### src/rtl/debounce_pulse_if.sv
// Push-button debouncer signal bundle.
// The master drives the raw button; the slave returns level, pulses and busy.
interface debounce_pulse_if;
    logic btn_in;
    logic btn_level;
    logic rise;
    logic fall;
    logic busy;

    modport master (
        output btn_in,
        input  btn_level,
        input  rise,
        input  fall,
        input  busy
    );

    modport slave (
        input  btn_in,
        output btn_level,
        output rise,
        output fall,
        output busy
    );
endinterface

### src/rtl/debounce_pulse.sv
// Button debouncer: two-flop synchronizer, qualification FSM and counter.
// Emits a debounced level plus one-cycle rise/fall pulses.
module debounce_pulse #(
    parameter int CNT_MAX = 16
) (
    input logic             clk,
    input logic             reset,
    debounce_pulse_if.slave bus
);

    localparam int CW = (CNT_MAX > 2) ? $clog2(CNT_MAX) : 1;
    localparam logic [CW-1:0] CNT_LAST = CW'(CNT_MAX - 1);

    typedef enum logic [1:0] {
        S_LOW,
        S_RISE_WAIT,
        S_HIGH,
        S_FALL_WAIT
    } state_t;

    state_t        state;
    logic [CW-1:0] cnt;
    logic          s1;
    logic          s2;
    logic          level_q;
    logic          rise_q;
    logic          fall_q;

    // Bring the asynchronous button into the clk domain.
    always_ff @(posedge clk or negedge reset) begin
        if (!reset) begin
            s1 <= 1'b0;
            s2 <= 1'b0;
        end else begin
            s1 <= bus.btn_in;
            s2 <= s1;
        end
    end

    // Qualify a level change over CNT_MAX stable samples; pulses last one cycle.
    always_ff @(posedge clk or negedge reset) begin
        if (!reset) begin
            state   <= S_LOW;
            cnt     <= '0;
            level_q <= 1'b0;
            rise_q  <= 1'b0;
            fall_q  <= 1'b0;
        end else begin
            rise_q <= 1'b0;
            fall_q <= 1'b0;
            unique case (state)
                S_LOW: begin
                    if (s2) begin
                        state <= S_RISE_WAIT;
                        cnt   <= '0;
                    end
                end
                S_RISE_WAIT: begin
                    if (!s2) begin
                        state <= S_LOW;
                        cnt   <= '0;
                    end else if (cnt == CNT_LAST) begin
                        state   <= S_HIGH;
                        cnt     <= '0;
                        level_q <= 1'b1;
                        rise_q  <= 1'b1;
                    end else begin
                        cnt <= cnt + 1'b1;
                    end
                end
                S_HIGH: begin
                    if (!s2) begin
                        state <= S_FALL_WAIT;
                        cnt   <= '0;
                    end
                end
                S_FALL_WAIT: begin
                    if (s2) begin
                        state <= S_HIGH;
                        cnt   <= '0;
                    end else if (cnt == CNT_LAST) begin
                        state   <= S_LOW;
                        cnt     <= '0;
                        level_q <= 1'b0;
                        fall_q  <= 1'b1;
                    end else begin
                        cnt <= cnt + 1'b1;
                    end
                end
                default: begin
                    state <= S_LOW;
                    cnt   <= '0;
                end
            endcase
        end
    end

    assign bus.btn_level = level_q;
    assign bus.rise      = rise_q;
    assign bus.fall      = fall_q;
    assign bus.busy      = (state == S_RISE_WAIT) || (state == S_FALL_WAIT);

endmodule

### src/flat_wrapper.sv
// flat-port wrapper written by rule: the top's interface ports become plain ports
module debounce_pulse_flat 
#(
    parameter int CNT_MAX = 16
)
  (clk, reset, bus_btn_in, bus_btn_level, bus_rise, bus_fall, bus_busy);
  debounce_pulse_if bus_i ();
  input logic clk;
  input logic reset;
  input wire logic [$bits(bus_i.btn_in)-1:0] bus_btn_in;
  output wire logic [$bits(bus_i.btn_level)-1:0] bus_btn_level;
  output wire logic [$bits(bus_i.rise)-1:0] bus_rise;
  output wire logic [$bits(bus_i.fall)-1:0] bus_fall;
  output wire logic [$bits(bus_i.busy)-1:0] bus_busy;
  assign bus_i.btn_in = bus_btn_in;
  assign bus_btn_level = bus_i.btn_level;
  assign bus_rise = bus_i.rise;
  assign bus_fall = bus_i.fall;
  assign bus_busy = bus_i.busy;
  debounce_pulse #(.CNT_MAX(CNT_MAX)) u_core (.clk(clk), .reset(reset), .bus(bus_i));
endmodule
### config.mk
export PLATFORM = sky130hd
export DESIGN_NAME = debounce_pulse_flat
export DESIGN_NICKNAME = d
export VERILOG_FILES = /design/src/rtl/debounce_pulse_if.sv /design/src/rtl/debounce_pulse.sv /design/src/flat_wrapper.sv
export SDC_FILE = /design/constraint.sdc
export NUM_CORES = 1
export LEC_CHECK = 0
export ABC_AREA = 1
export CAP_MARGIN = 20
export CORE_AREA = 2 2 39 41
export DETAILED_ROUTE_END_ITERATION = 6
export DIE_AREA = 0 0 41 43
export HOLD_SLACK_MARGIN = 0.05
export PLACE_DENSITY = 0.6
export SLEW_MARGIN = 20
export SYNTH_ARGS = -nofsm -noshare
export SYNTH_HDL_FRONTEND = slang
export SYNTH_SLANG_ARGS = --single-unit
### constraint.sdc
create_clock -name clk -period 1.1 [get_ports clk]
set_input_delay 0.11 -clock clk [delete_from_list [all_inputs] [get_ports clk]]
set_output_delay 0.11 -clock clk [all_outputs]
set_load 0.01 [all_outputs]
* Yosys cells after proc, flatten, opt, wreduce, memory -nomap -nowiden *
Index checks and enable logic that the tools add are counted.

storage, ports and cells
  register bits after elaboration = 11
  bits in latches = 0
  memory bits (writable) = 0
  memory bits (read-only) = 0
  input bits = 3
  memories kept = 0

cells by class
  add/sub/neg operators = 1
  $mul = 0
  divide/modulo/power cells = 0
  magnitude comparators = 0
  equality and inequality tests = 12
  shift operators = 0
  muxes and demuxes = 23
  bitwise logic cells = 0
  reduce and logical (&&, ||, !) cells = 6

operators with widths
  cell                 number
  $mux 4               5
  $pmux 4 s4           1
  $mux 2               6
  $mux 1               9
  $ne 2x1->1 const B   4
  $pmux 2 s4           1
  $reduce_and 5->1     1
  $add 4x1->4 const B  1
  $eq 2x2->1 const B   2
  $eq 4x4->1 const B   1
  $ne 2x2->1 const B   2
  $reduce_and 4->1     1
  $ne 3x1->1 const B   1
  $ne 3x3->1 const B   1
  $eq 2x1->1 const B   1
  $logic_not 2->1      1
  $pmux 1 s2           1
  $reduce_and 2->1     1
  $reduce_bool 2->1    1
  $logic_or 1x1->1     1

* Longest topological paths before layout *
  depth in word-level cells = 4
  mapped depth = 6
  mapped depth without buffers = 6

* Worst setup path after synthesis *
OpenSTA, ideal clock, no wires.

  kind = reg-to-reg
  start = reg u_core.cnt[0]
  end = reg u_core.level_q, in the netlist u_core.bus.btn_level
  library setup time = 0.121 ns
  arrival = 0.962 ns
  setup slack = 0.017 ns
  cell stages (with the launch flop) = 5
  buffers on the path = 0
  path through = dfrtp_1 -> ha_1 -> nand4_4 -> o21ai_1 -> nand2_1

between the ends
  longest elaborated chain between the ends = 3
  elaborated cells on any way between the ends = 4

ends and longest elaborated chain
  element                                RTL line                                    text
  start: declaration                     debounce_pulse.sv:22                        logic [CW-1:0] cnt;
  start signal: assignment               debounce_pulse.sv:68                        cnt <= cnt + 1'b1;
  start signal: assignment               debounce_pulse.sv:87                        cnt <= cnt + 1'b1;
  $eq 4x4->1 (*)                         debounce_pulse.sv:62, debounce_pulse.sv:81
  $ne 2x1->1 (no source line)            -
  $reduce_and 5->1 (no source line) (*)  -
  end signal: assignment                 debounce_pulse.sv:45                        level_q <= 1'b0;
  end signal: assignment                 debounce_pulse.sv:65                        level_q <= 1'b1;
  end signal: assignment                 debounce_pulse.sv:84                        level_q <= 1'b0;
  end: declaration                       debounce_pulse.sv:25                        logic level_q;

Mark *: on every way between the ends. The rest lies on a longest branch, timed or not.
A chain may end at the register's enable or synchronous reset.

* Worst setup path in the final report *
  start = reg u_core.cnt[1]
  end = reg u_core.level_q, in the netlist u_core.bus.btn_level

The elaborated chain is that of the path after synthesis.

==> results by group <==
Status
  • Status: finished clean

Logic synthesis
  • Post-Synth Simple-Gate Area: 0.3209
  • Post-synthesis mux area share: 0
  • Mapped Avg Cell Area: 8.982 sq um
  • Cell Area, Synth: 503.0 sq um
  • Post-Synth XOR/XNOR Area: 0.01741
  • Post-synthesis sequential area ratio: 0.5473
  • Compound-Gate Fraction of Synth Area: 0.02985
  • Synthesis-stage register bit count: 11
  • Yosys warns: 0
  • Cell count after synthesis: 56
  • Synth Net Count: 60
  • Largest family of logic cells by synthesized area: simple AND/OR/NAND/NOR gates
  • Adder-Cell Fraction of Synth Area: 0.02488
  • Yosys cell types: 16

Pwr
  • Leak pwr: 0.0003550 uW
  • Peak supply drop: 0.6515 mV
  • Power per cell area: 1127 nW/um^2

Floorplan
  • Die H: 43 um
  • Die Width: 41 um
  • # IOs: 7
  • DIE AREA: 1763 sq um
  • Core area: 1384 sq um
  • Initial Utilization: 0.3635
  • Row count: 14

Global route
  • Grt ovf: 0
  • Vias in the first global route: 375
  • Initial antenna violation count: 0
  • First-pass GRT wire length: 1552 um
  • Pin count of the biggest net entering global routing: 12
  • GR Util All Layers: 0.1334

Drt
  • Antenna viol nets, final: 0
  • DRC viols: 0
  • DR WL/cell: 10.55 um
  • DR vias: 389
  • Detailed-route wire length: 907 um
  • DR pass1 iterations: 4
  • Drt via density: 4.523
  • Initial DRC Count: 7

Finish
  • Share of layout cells above drive strength 1: 0.3000
  • Leading cell type in the layout, fill and taps excluded: nand2_1
  • Ant. Diodes: 0
  • Commonest cells after routing, fill and taps aside: nand2_1, dfrtp_1, inv_1, buf_4
  • P&R area growth vs syn: 35.07%
  • Final instance area: 679.4 sq um
  • Final core utilization: 0.4910
  • Final #Nets: 75

Clocking
  • TritonCTS Buffers: 3
  • Worst skew pair latency: 0.27 ns
  • CTS tree: done
  • H-tree Lvls: 1
  • Clock Sink Count: 11
  • CTS clk-pin slew, worst paths: 0.08 ns
  • Clock Tree Root: clkbuf_4
  • CTS Buffer Depth: 2

Placed design
  • IO buf count: 6
  • Post-DP Area: 609.3 sq um
  • Post-DP HPWL: 657.6 um
  • Routability Congestion: 0.8084

Setup path
  • CP Capture Type: flop
  • Crit path DAT: 1.23 ns
  • Crit start category: flop
  • Crit path cell chain: ha_4 -> nand4_4 -> o21ai_2 -> nand2_1
  • Critical path fanouts, max: 6
  • Setup CP Type: flop to flop
  • Worst reg2reg setup slack: 0.04 ns
  • Worst EP required: 1.26 ns
  • Critical path's largest stage delay: 0.40 ns
  • Slowest stage cell on the critical path: dfrtp_1

Timing
  • Final Hold Fails: 0
  • Relative slew margins: 0.8147
  • Period utilization: 0.9676
  • Final setup fails: 0
  • Max Freq: 939.6 MHz
  • Slew @ Worst Pin: 0.2779 ns
  • Unrepaired setup endpoints after global routing: true
  • Clk_skew: 0.01064 ns
  • Fin crit period: 1.064 ns
  • Hold slack: 0.1245 ns
  • Final Max Slew Viols: 0

Min path
  • HP Class: primary input to asynchronous set/reset pin

Run
  • # Max-Cap Violations: 0
-- worst max-delay path, delay by kind of cell, from the launching register on --
kind / cells / cell delay [ns]
DFF: 1 / 0.40
AOI/OAI and AO/OA: 1 / 0.16
adders and majority gates: 1 / 0.18
and+or+nand+nor: 2 / 0.22
-- flip-flops by register name, summed over array words and instances, names as in the netlist, named ones only --
register,cells
u_core.cnt,4
u_core.bus.btn_level,1
u_core.bus.fall,1
u_core.bus.rise,1
u_core.s1,1
u_core.s2,1
u_core.state,1
-- synthesized netlist by cell type --
master | instances | area (sq um)
nand3_1 | 5 | 25.02
clkbuf_1 | 1 | 3.750
nor2_1 | 3 | 11.26
ha_1 | 1 | 12.51
dfrtp_1 | 11 | 275.3
nand2_1 | 18 | 67.56
o21ai_0 | 1 | 5.000
nand4_4 | 1 | 21.27
nor2_2 | 1 | 6.260
inv_1 | 6 | 22.52
nand2_2 | 2 | 12.51
o21ai_1 | 2 | 10.01
nand4_1 | 1 | 6.260
inv_2 | 1 | 3.750
xnor2_1 | 1 | 8.760
nor2_4 | 1 | 11.26
-- cell type report --
cell class | count | area (sq um)
fillers | 132 | 704.4
flip-flops and latches | 11 | 275.3
multi-input cells | 37 | 236.5
repair buffers | 11 | 93.84
inverters | 7 | 26.28
clock buffers | 3 | 22.52
well taps | 16 | 20.02
clock inverters | 1 | 5.005
-- metal layers --
metal	track usage	wire, um	share of wire	vias to the layer above
met4	0.06000	0	0	0
li1	-	-	-	206
met2	0.1969	461	0.51	6
met3	0.04712	28	0.031	0
met5	0	0	0	-
met1	0.1684	417	0.46	177
-- worst paths after layout --
check | from | endpoint | depth (start not counted)
worst max-delay path | u_core.cnt[1] | u_core.bus.btn_level | 4
worst min-delay path | reset | u_core.bus.rise | 2
worst max register to register | u_core.cnt[1] | u_core.bus.btn_level | 4
worst min register to register | u_core.s1 | u_core.s2 | 0
max in group asynchronous | reset | u_core.cnt[3] | 2
min in group clk | bus_btn_in | u_core.s1 | 1
-- per-stage QoR --
step | worst slack [ns] | instances | TNS, ns | total power [uW]
6_report | 0.03568 | 86 | 0 | 765.9
5_1_grt | -0.02237 | 86 | -0.03785 | 823.4
4_1_cts | 0.01621 | 85 | 0 | 774.1
3_5_place_dp | -0.01840 | 81 | -0.02653 | 491.7
3_3_place_gp | 0.006649 | 81 | 0 | 491.1
2_1_floorplan | 0.01736 | 56 | 0 | 456.1
-- where the power goes --
part / total [uW] / internal [uW] / switching, uW
Clock: 272 / 134 / 138
Sequential: 423 / 414 / 8.87
Combinational: 70.7 / 32.2 / 38.5
-- cell families (layout without fill, tap and decap cells) --
group,count (synthesis),in the layout
simple gates,32,32
flops,11,11
buf+inv,8,22
compound gates,3,3
fa+ha+maj,1,1
xor+xnor,1,1
-- timing repair --
action,CTS,global route
pin swaps,0,3
hold buffers,0,0
buffers inserted,0,1
setup endpoints to repair,7,5
resized for setup,5,9
No activity file was read; power rests on OpenSTA's default activity.
